**config.mk**
```make
export PLATFORM = sky130hd
export DESIGN_NAME = uart_rx_cmd_ctrl
export DESIGN_NICKNAME = d
export VERILOG_FILES = /design/src/rtl/uart_rx_cmd_ctrl.sv
export SDC_FILE = /design/constraint.sdc
export NUM_CORES = 1
export LEC_CHECK = 0
export BUFFER_PORTS_ARGS = -buffer_cell sky130_fd_sc_hd__buf_2
export CORE_ASPECT_RATIO = 1.2
export CORE_MARGIN = 3
export CORE_UTILIZATION = 52
export CTS_CLUSTER_DIAMETER = 150
export CTS_CLUSTER_SIZE = 8
export DETAILED_ROUTE_END_ITERATION = 12
export PLACE_DENSITY = 0.79
export SLEW_MARGIN = 40
export SYNTH_ARGS = -nofsm -noshare
export SYNTH_HDL_FRONTEND = slang
export SYNTH_SLANG_ARGS = --single-unit
```
**constraint.sdc**
```tcl
create_clock -name SysCtrl_CLK -period 1.8 [get_ports SysCtrl_CLK]
set_input_delay 0.27 -clock SysCtrl_CLK [delete_from_list [all_inputs] [get_ports SysCtrl_CLK]]
set_output_delay 0.27 -clock SysCtrl_CLK [all_outputs]
set_load 0.05 [all_outputs]
```
**src/rtl/uart_rx_cmd_ctrl.sv**
```systemverilog
// ----------------------------------------------------------------------------
// uart_rx_cmd_ctrl
// Command parser sitting behind the UART receiver. Decodes write frames
// (0xAA, ADDR, DATA) into a register-file write strobe and read frames
// (0xBB, ADDR) into a register-file read whose returned byte is forwarded to
// the UART transmitter through a valid/busy handshake.
//
// Ports:
//   SysCtrl_CLK / SysCtrl_RST      clock, async active-high reset
//   SysCtrl_RX_P_DATA / _RX_D_VLD  received byte + one-cycle valid pulse
//   SysCtrl_RdData / _RdData_Valid register-file read data + qualifier
//   SysCtrl_TX_Busy                transmitter cannot accept a byte
//   SysCtrl_Address                register-file address (held)
//   SysCtrl_WrEn / SysCtrl_WrData  one-cycle write strobe + write data (held)
//   SysCtrl_RdEn                   one-cycle read strobe
//   SysCtrl_TX_P_DATA / _TX_D_VLD  byte offered to transmitter, held until taken
//   SysCtrl_Err                    one-cycle error pulse
// ----------------------------------------------------------------------------
module uart_rx_cmd_ctrl #(
   parameter int unsigned ADDR_WIDTH = 4,
   parameter int unsigned TIMEOUT    = 255
) (
   input  logic                  SysCtrl_CLK,
   input  logic                  SysCtrl_RST,
   input  logic [7:0]            SysCtrl_RX_P_DATA,
   input  logic                  SysCtrl_RX_D_VLD,
   input  logic [7:0]            SysCtrl_RdData,
   input  logic                  SysCtrl_RdData_Valid,
   input  logic                  SysCtrl_TX_Busy,
   output logic [ADDR_WIDTH-1:0] SysCtrl_Address,
   output logic                  SysCtrl_WrEn,
   output logic [7:0]            SysCtrl_WrData,
   output logic                  SysCtrl_RdEn,
   output logic [7:0]            SysCtrl_TX_P_DATA,
   output logic                  SysCtrl_TX_D_VLD,
   output logic                  SysCtrl_Err
);

   localparam int unsigned DATA_W = 8;
   localparam int unsigned CNT_W  = 8;

   localparam logic [DATA_W-1:0] CMD_WR  = 8'hAA;
   localparam logic [DATA_W-1:0] CMD_RD  = 8'hBB;
   localparam logic [CNT_W-1:0]  TMO_VAL = CNT_W'(TIMEOUT);

   typedef enum logic [2:0] {
      S_IDLE    = 3'd0,
      S_WR_ADDR = 3'd1,
      S_WR_DATA = 3'd2,
      S_RD_ADDR = 3'd3,
      S_RD_WAIT = 3'd4,
      S_TX_SEND = 3'd5
   } state_e;

   state_e                  state_q,   state_d;
   logic [ADDR_WIDTH-1:0]   addr_q,    addr_d;
   logic [DATA_W-1:0]       wr_data_q, wr_data_d;
   logic                    wr_en_q,   wr_en_d;
   logic                    rd_en_q,   rd_en_d;
   logic [DATA_W-1:0]       tx_data_q, tx_data_d;
   logic                    tx_vld_q,  tx_vld_d;
   logic                    err_q,     err_d;
   logic [CNT_W-1:0]        cnt_q,     cnt_d;

   // State and output registers
   always_ff @(posedge SysCtrl_CLK or posedge SysCtrl_RST) begin
      if (SysCtrl_RST) begin
         state_q   <= S_IDLE;
         addr_q    <= '0;
         wr_data_q <= '0;
         wr_en_q   <= 1'b0;
         rd_en_q   <= 1'b0;
         tx_data_q <= '0;
         tx_vld_q  <= 1'b0;
         err_q     <= 1'b0;
         cnt_q     <= '0;
      end else begin
         state_q   <= state_d;
         addr_q    <= addr_d;
         wr_data_q <= wr_data_d;
         wr_en_q   <= wr_en_d;
         rd_en_q   <= rd_en_d;
         tx_data_q <= tx_data_d;
         tx_vld_q  <= tx_vld_d;
         err_q     <= err_d;
         cnt_q     <= cnt_d;
      end
   end

   // Next-state and next-output logic
   always_comb begin
      state_d   = state_q;
      addr_d    = addr_q;
      wr_data_d = wr_data_q;
      wr_en_d   = 1'b0;
      rd_en_d   = 1'b0;
      tx_data_d = tx_data_q;
      tx_vld_d  = tx_vld_q;
      err_d     = 1'b0;
      cnt_d     = cnt_q;

      case (state_q)
         S_IDLE: begin
            if (SysCtrl_RX_D_VLD) begin
               if (SysCtrl_RX_P_DATA == CMD_WR) begin
                  state_d = S_WR_ADDR;
               end else if (SysCtrl_RX_P_DATA == CMD_RD) begin
                  state_d = S_RD_ADDR;
               end else begin
                  err_d = 1'b1;
               end
            end
         end

         S_WR_ADDR: begin
            if (SysCtrl_RX_D_VLD) begin
               addr_d  = SysCtrl_RX_P_DATA[ADDR_WIDTH-1:0];
               state_d = S_WR_DATA;
            end
         end

         S_WR_DATA: begin
            if (SysCtrl_RX_D_VLD) begin
               wr_data_d = SysCtrl_RX_P_DATA;
               wr_en_d   = 1'b1;
               state_d   = S_IDLE;
            end
         end

         S_RD_ADDR: begin
            if (SysCtrl_RX_D_VLD) begin
               addr_d  = SysCtrl_RX_P_DATA[ADDR_WIDTH-1:0];
               rd_en_d = 1'b1;
               cnt_d   = '0;
               state_d = S_RD_WAIT;
            end
         end

         S_RD_WAIT: begin
            // cnt_d counts RD_WAIT cycles completed; data beats the timeout
            cnt_d = cnt_q + CNT_W'(1);
            if (SysCtrl_RdData_Valid) begin
               tx_data_d = SysCtrl_RdData;
               tx_vld_d  = 1'b1;
               state_d   = S_TX_SEND;
            end else if (cnt_d == TMO_VAL) begin
               err_d   = 1'b1;
               state_d = S_IDLE;
            end
            // A stray RX byte is dropped; merges with a timeout into one pulse
            if (SysCtrl_RX_D_VLD) begin
               err_d = 1'b1;
            end
         end

         S_TX_SEND: begin
            if (!SysCtrl_TX_Busy) begin
               tx_vld_d = 1'b0;
               state_d  = S_IDLE;
            end
            if (SysCtrl_RX_D_VLD) begin
               err_d = 1'b1;
            end
         end

         default: begin
            state_d = S_IDLE;
         end
      endcase
   end

   assign SysCtrl_Address   = addr_q;
   assign SysCtrl_WrEn      = wr_en_q;
   assign SysCtrl_WrData    = wr_data_q;
   assign SysCtrl_RdEn      = rd_en_q;
   assign SysCtrl_TX_P_DATA = tx_data_q;
   assign SysCtrl_TX_D_VLD  = tx_vld_q;
   assign SysCtrl_Err       = err_q;

endmodule

```
Word-level counts from Yosys, hierarchy flattened
Cells that the tools add are included.
{"block": "totals", "input_bits": 21, "reg_bits": 35, "wordCells": 61, "out_inout_bits": 24}
{"block": "op_classes", "n_eq_ne": 16, "n_addsub": 1, "mux": 25, "n_reduce_logical": 10}
{"cell": "$mux W3", "count": 9}
{"cell": "$eq A8 B8 Y1 const B", "count": 3}
{"cell": "$pmux W3 S6", "count": 1}
{"cell": "$pmux W8 S2", "count": 1}
{"cell": "$ne A2 B2 Y1 const B", "count": 6}
{"cell": "$mux W1", "count": 11}
{"cell": "$add A8 B1 Y8 const B", "count": 1}
{"cell": "$mux W8", "count": 1}
{"cell": "$reduce_and A2 Y1", "count": 4}
{"cell": "$reduce_and A7 Y1", "count": 1}
{"cell": "$eq A3 B2 Y1 const B", "count": 2}
{"cell": "$eq A3 B3 Y1 const B", "count": 2}
{"cell": "$ne A3 B3 Y1 const B", "count": 2}
{"cell": "$reduce_bool A2 Y1", "count": 2}
{"cell": "$eq A3 B1 Y1 const B", "count": 1}
{"cell": "$logic_not A3 Y1", "count": 1}
{"cell": "$pmux W1 S3", "count": 1}
{"cell": "$reduce_and A3 Y1", "count": 1}
{"cell": "$pmux W1 S2", "count": 1}
{"cell": "$reduce_or A2 Y1", "count": 1}

Logic depth before layout (Yosys ltp)
Gate-level depths: netlist of run 1.
{"block": "logic_depth", "depth_word": 6, "mapped_depth": 7, "mapped_depth_nobuf": 6}

Worst setup path before layout of run 1
OpenSTA, ideal clock, no wires.
{"block": "synth_timing", "path_type": "register to register", "from": "reg state_q[0]", "to": "reg tx_data_q[0], in the netlist SysCtrl_TX_P_DATA[0]", "period_less_slack_ns": 1.552, "setup_ns": 0.125, "slack_ns": 0.248, "t_arrival_ns": 1.427, "t_required_ns": 1.675, "path_stages_with_launch": 6, "path_cell_list": "dfrtp_1 -> buf_2 -> nor3b_4 -> and2_1 -> buf_4 -> mux2_2"}
{"block": "synth_between", "elab_chain_cells": 2}
{"item": "start: declaration", "line": "55", "text": "state_e state_q, state_d;"}
{"item": "start signal: assignment", "line": "78", "text": "state_q <= state_d;"}
{"item": "$eq A3 B3 Y1", "line": "102", "text": "case (state_q)"}
{"item": "$reduce_and A2 Y1 (no line)"}
{"item": "end signal: assignment", "line": "83", "text": "tx_data_q <= tx_data_d;"}
{"item": "end: declaration", "line": "60", "text": "logic [DATA_W-1:0] tx_data_q, tx_data_d;"}
No other way between the ends.
A chain may end at the register's enable or synchronous reset.

Worst setup path after layout of run 1
{"block": "layout_timing", "from": "reg state_q[2]", "to": "reg cnt_q[5]"}
{"block": "layout_between", "elab_chain_cells": 3, "elab_cells_between_ends": 6}
{"item": "$eq A3 B2 Y1 or $eq A3 B3 Y1 (tied branches)", "line": "102"}
{"item": "$ne A2 B2 Y1 (no line) or $reduce_bool A2 Y1 (tied branches)"}
{"item": "$reduce_and A2 Y1 (no line)"}
{"item": "end signal: assignment", "line": "86", "text": "cnt_q <= cnt_d;"}
{"item": "end: declaration", "line": "63", "text": "logic [CNT_W-1:0] cnt_q, cnt_d;"}
Several ways; a longest one is shown, not always the timed one.

==> metrics.md, run 1 <==
| Metric | Value |
|---|---|
| Synth async-reset ratio | `100%` |
| Die H | `68.5 µm` |
| FF-to-FF path depth | `5` |
| Area growth from synthesis to layout | `20.5%` |
| Post-synth EDFFs | `0` |
| Final Hold Viols | `0` |
| Post-CTS Setup Inserts | `0` |
| Dpl cell area | `just under 2000 µm²` |
| CP required | `between 2000 and 2500 ps` |
| Layout cells sized above 1 | `between 40% and 50%` |
| Status | `completed` |
| Layout Nets | `about 210` |
| CP top delay family | `simple AND/OR/NAND/NOR gates` |
| Hold-fix buffers at CTS | `1` |
| Commonest cells after routing, fill and taps aside | `buf_2, dfrtp_1, mux2_2, o21ai_0` |
| Hold crit path type | `input pin to register` |
| CP max FO | `11` |
| Most common cell after layout, fill and taps aside | `buf_2` |
| Clk slew on worst S/H paths | `between 100 and 150 ps` |
| Tightest Pin Transition | `a little over 500 ps` |
| Hold EP | `SysCtrl_TX_P_DATA[1]` |
| Post-DR wirelength/cell | `~15 µm` |
| Crit end category | `register` |
| Cell Area, Synth | `1690 µm²` |
| GRT Residual Overflow | `0` |
| Root cell of the clock tree | `clkbuf_4` |
| Maximum buffer depth of the clock tree | `2` |
| RSZ-0062 raised after global routing | `no` |
| Initial antenna violation count | `0` |
| WP buf/inv | `1` |
| First-pass GRT wire length | `about 5600 µm` |
| Setup TNS Final | `0 ps` |
| Final core occ | `between 60% and 70%` |
| Clk sinks | `35` |
| Port bufs | `44` |
| Slowest stage delay, CP | `~490 ps` |
| Critical R2R Capture | `cnt_q[5]` |
| Internal power | `a little over 0.002 W` |
| # IOs | `45` |
| CP arrival | `1900 ps` |
| Worst vdd ir | `about 0.0016 V` |
| Post-Syn Instances | `roughly 140` |
| Final cycle utilization of the critical path | `between 90% and 100%` |
| Dpl hpwl | `roughly 2500 µm` |
| Syn nets | `about 170` |
| Reg2reg start | `state_q[2]` |
| Final wirelength | `about 3400 µm` |
| WS Path Type | `register to register` |
| Die ar. | `~4000 µm²` |
| Startpoint types | `register` |
| First-pass DRT Iterations | `6` |
| Net Sw Power | `0.00176 W` |
| Unique masters post-synth | `37` |
| Sequential share of the synthesized area | `between 50% and 60%` |
| Mapped Avg Cell Area | `around 12 µm²` |
| Core box area | `3080 µm²` |
| Switching part of the total | `46.2%` |
| CTS resizes | `0` |
| Syn. warnings | `0` |
| CP max-delay cell | `dfrtp_1` |
| DIE WIDTH | `between 50 and 60 µm` |
| Vias in the first global route | `~1200` |
| Vias | `between 1000 and 1500` |
| Ant diodes | `0` |
| Final ANT Viol Nets | `0` |
| Worst skew pair latency | `about 350 ps` |
| CTS buffer count | `5` |
| Sequential power share | `about 37%` |
| CTS tree | `built` |
| Initial Util | `approximately 55%` |
| Slew Viols, Final | `0` |
| Minimum clock period | `1660 ps` |
| Pwr dens | `~1900 nW/µm²` |
| Reg2reg setup slack | `around 140 ps` |
| Leak Pwr | `between 0.9 and 1 nW` |
| Worst Hold Launch | `SysCtrl_RdData[1]` |
| Pin count of the biggest net entering global routing | `36` |
| DR vias/cell | `roughly 5.7` |
| Combinational share of power | `44.5%` |
| Hold Path Depth | `2` |
| Row count | `22` |
| Critical-path cell list | `nor3b_4 -> buf_4 -> nor2_1 -> o21ai_0 -> o41ai_1` |
| Clock power frac | `18.7%` |
| F_max | `about 600 MHz` |
| Primary FF master, synth | `dfrtp_1` |
| Flops & latches, synth | `35` |
| Final-report setup violation count | `0` |
| Clock Skew | `4.31 ps` |
| GPL Wtd Cong | `just over 0.8` |
| Tot GR Track Use | `19.4%` |
| Final Cell Area | `approximately 2000 µm²` |
| DRC viols | `0` |
| CTS H-tree lvls | `2` |
| Max-Cap Viols | `0` |
| Drt first-iter violations | `44` |
| Slew HR | `65.9%` |
[cell usage after synthesis (3+ instances only)]
library cell / number / area (µm²)
dfrtp_1: 35 / 876
mux2_2: 21 / 236
o21ai_0: 17 / 85.1
nand2_1: 5 / 18.8
nor2_1: 5 / 18.8
inv_1: 4 / 15.0
nand3b_1: 4 / 30.0
nand4_1: 4 / 25.0
a21oi_1: 3 / 15.0
a31oi_1: 3 / 18.8
nand3_1: 3 / 15.0
[per-layer routing]
metal / track usage, % / vias to the layer above / wire length (µm)
met5: 0 / - / 0
met4: 13.0 / 0 / 96
met3: 4.10 / 10 / 185
met2: 32.3 / 41 / 1750
met1: 22.5 / 622 / 1400
li1: - / 628 / -
[logic make-up (layout without fill, tap and decap cells)]
group / count (synthesis) / after routing / share of synthesized area (%)
flip-flops: 35 / 35 / 51.7
adder cells (fa/ha/maj): 2 / 2 / 1.48
AO/OA/AOI/OAI: 35 / 35 / 12.7
AND/OR/NAND/NOR: 36 / 36 / 14.2
XOR/XNOR: 2 / 2 / 1.03
buffers and inverters: 10 / 59 / 3.69
multiplexers: 23 / 23 / 15.2
[sequential cells by signal, indices dropped and copies added (netlist names), 3 cells and up]
name,flops
SysCtrl_Address,4
SysCtrl_TX_P_DATA,8
SysCtrl_WrData,8
cnt_q,8
state_q,3
[worst max path at each step]
stage / depth (start not counted) / from / slack (ps) / to
finish: 5 / state_q[2] / 140 / cnt_q[5]
detailed placement: 5 / state_q[2] / 180 / cnt_q[5]
floorplan: 5 / state_q[0] / 250 / SysCtrl_TX_P_DATA[0]
global placement: 3 / state_q[0] / 210 / SysCtrl_TX_P_DATA[6]
CTS: 5 / state_q[2] / 160 / cnt_q[5]
global route: 5 / state_q[0] / 10 / cnt_q[7]
[stage by stage]
stage               setup WS [ps]  instances  total power [W]  hold slack (ps)
CTS                           159        228          0.00384              125
global placement              214        219          0.00305              377
global route                 9.83        228          0.00403              122
finish                        141        228          0.00380              148
detailed placement            177        219          0.00311              387
floorplan                     248        143          0.00271              419
[power groups by stage]
stage,logic [W],registers (W),clock network [W]
after global routing,0.00181,0.00146,0.000765
after floorplan,0.000579,0.00213,0
after global placement,0.00167,0.00138,0
final,0.00169,0.00140,0.000711
after CTS,0.00171,0.00140,0.000733
after detailed placement,0.00170,0.00141,0
[worst register-to-register path: stages (launching register included)]
cell     delay (ps)
dfrtp_1         490
nor3b_4         200
buf_4           170
nor2_1          420
o21ai_0         170
o41ai_1          90
[final cells by class]
| cell class | instances | area [µm²] |
|---|---|---|
| Fill cell | 265 | 1040 |
| Sequential cell | 35 | 876 |
| Clock buffer | 5 | 37.5 |
| Tap cell | 36 | 45.0 |
| Clock inverter | 3 | 67.6 |
| Inverter | 4 | 15.0 |
| Multi-Input combinational cell | 98 | 754 |
| Timing Repair Buffer | 47 | 245 |
Note: power is estimated with default switching activity, not from simulation.
==> run 2, diff against run 1 <==
Settings changed: CELL_PAD_IN_SITES_DETAIL_PLACEMENT set to 1, CELL_PAD_IN_SITES_GLOBAL_PLACEMENT set to 2, CORE_ASPECT_RATIO 1.2 to 1.1, CORE_UTILIZATION 52 to 33, PLACE_DENSITY 0.79 to unset, PLACE_DENSITY_LB_ADDON set to 0.1.
==> metrics.md, run 2 (synthesized netlist as in run 1, its figures left out) <==
| Metric | Value |
|---|---|
| Leak Pwr | `1.00 nW (+2.7%)` |
| Most common cell after layout, fill and taps aside | `buf_2` |
| CP max-delay cell | `dfrtp_1` |
| Pin count of the biggest net entering global routing | `19 (-47%)` |
| Root cell of the clock tree | `clkbuf_8` |
| Tot GR Track Use | `14.2% (-5.1 points)` |
| Final wirelength | `4040 µm (+18%)` |
| Clk sinks | `35 (unchanged)` |
| Clk slew on worst S/H paths | `70 ps (-40 ps)` |
| RSZ-0062 raised after global routing | `no` |
| Setup TNS Final | `0 ps (unchanged)` |
| Startpoint types | `register` |
| GRT Residual Overflow | `0 (unchanged)` |
| WS Path Type | `register to register` |
| CTS tree | `built` |
| Die ar. | `6030 µm² (+51%)` |
| CP arrival | `1810 ps (-90 ps)` |
| Post-CTS Setup Inserts | `0 (unchanged)` |
| Crit end category | `register` |
| Critical-path cell list | `nor3b_4 -> and2_1 -> mux2_2` |
| GPL Wtd Cong | `0.786 (-5.5%)` |
| DR vias/cell | `5.29 (-7.3%)` |
| Core box area | `4780 µm² (+55%)` |
| Vias | `1327 (+2.0%)` |
| Clock Skew | `2.67 ps (-1.64 ps)` |
| Final Hold Viols | `0 (unchanged)` |
| Commonest cells after routing, fill and taps aside | `buf_2, dfrtp_1, mux2_2, o21ai_0, buf_4` |
| Port bufs | `44 (unchanged)` |
| Hold crit path type | `input pin to async pin` |
| Layout cells sized above 1 | `43.1% (+1.9 points)` |
| Vias in the first global route | `1399 (+12%)` |
| F_max | `609 MHz (+0.96%)` |
| Final-report setup violation count | `0 (unchanged)` |
| Tightest Pin Transition | `480 ps (-28.5 ps)` |
| Hold WS | `14.7 ps (-133 ps)` |
| # IOs | `45 (unchanged)` |
| Initial antenna violation count | `0 (unchanged)` |
| Place WS | `125 ps (-51.2 ps)` |
| Row count | `26 (+18%)` |
| Final cycle utilization of the critical path | `91.3% (-0.87 points)` |
| Slowest stage delay, CP | `510 ps (+20 ps)` |
| Dpl hpwl | `3090 µm (+25%)` |
| Final WS setup | `157 ps (+15.7 ps)` |
| CP max FO | `11 (unchanged)` |
| CTS H-tree lvls | `2 (unchanged)` |
| Area growth from synthesis to layout | `25.1%` |
| Final ANT Viol Nets | `0 (unchanged)` |
| Worst vdd ir | `0.000728 V (-53%)` |
| Post-DR wirelength/cell | `16.1 µm (+7.0%)` |
| Slew HR | `67.9% (+2.0 points)` |
| First-pass GRT wire length | `6650 µm (+18%)` |
| Ant diodes | `0 (unchanged)` |
| DRC viols | `0 (unchanged)` |
| Die H | `81.1 µm (+18%)` |
| Hold-fix buffers at CTS | `0 (-1)` |
| Minimum clock period | `1640 ps (-15.7 ps)` |
| Layout Nets | `217 (+1.4%)` |
| First-pass DRT Iterations | `4 (-2)` |
| Status | `completed` |
| Drt first-iter violations | `33 (-25%)` |
| Initial Util | `35.4% (-20 points)` |
| Max-Cap Viols | `0 (unchanged)` |
| Fill cell count | `542 (+100%)` |
| Slew Viols, Final | `0 (unchanged)` |
| CP required | `1970 ps (-70 ps)` |
| DIE WIDTH | `74.3 µm (+28%)` |
| Maximum buffer depth of the clock tree | `2 (unchanged)` |
| Worst skew pair latency | `280 ps (-70 ps)` |
| CTS buffer count | `5 (unchanged)` |
| FF-to-FF path depth | `3 (-2)` |
| Pwr dens | `1880 nW/µm² (+0.68%)` |
[run 2: timing repair]
item,in CTS,in global routing
hold endpoints to repair,0,0
endpoints found under the setup margin,0,2
resized for setup,0,2
[run 2: metrics by stage]
step / total power, W / std cells / instance area [µm²] / util, %
CTS: 0.00402 / 251 / 2110 / 44.2
finish: 0.00397 / 251 / 2120 / 44.3
global placement: 0.00312 / 243 / 1980 / 41.4
floorplan: 0.00271 / 143 / 1690 / -
detailed placement: 0.00316 / 243 / 1980 / 41.4
global route: 0.00422 / 251 / 2120 / 44.3
[run 2: path summary, 6_finish.rpt]
path                                         from                    to  slack (ps)
worst max register to register         state_q[2]  SysCtrl_TX_P_DATA[4]         160
worst max-delay path                   state_q[2]  SysCtrl_TX_P_DATA[4]         160
max in group asynchronous             SysCtrl_RST              cnt_q[0]        1570
worst min register to register  SysCtrl_WrData[1]     SysCtrl_WrData[1]         500
worst min-delay path                  SysCtrl_RST            state_q[2]          10
min in group SysCtrl_CLK        SysCtrl_RdData[1]  SysCtrl_TX_P_DATA[1]         220
[run 2: area by class of cell]
type | instances | area (µm²) | area share [%]
clock buffer | 6 | 72.6 | 3.43
timing repair buffer | 50 | 265 | 12.5
clock inverter | 2 | 60.1 | 2.84
tap | 56 | 70.1 | 3.31
inverter | 4 | 15.0 | 0.709
sequential | 35 | 877 | 41.4
multi-input combinational | 98 | 757 | 35.8
[run 2: metal layers]
layer  track usage (%)  routed length [µm]  up-vias
met4              3.20                  19        0
li1                  -                   -      629
met2              25.2                2190       25
met5                 0                   0        -
met1              17.2                1680      671
met3              3.84                 152        2
[run 2: worst max-delay path, delay by kind of cell, from the launching register on]
family | cells | cell delay (ps)
and+or+nand+nor | 2 | 640
muxes | 1 | 390
DFF | 1 | 510
[run 2: power breakdown]
| part | internal (W) | leakage [nW] | switching (W) |
|---|---|---|---|
| registers | 0.00111 | 0.442 | 0.000278 |
| logic | 0.000526 | 0.494 | 0.00122 |
| clock network | 0.000554 | 0.0654 | 0.000283 |
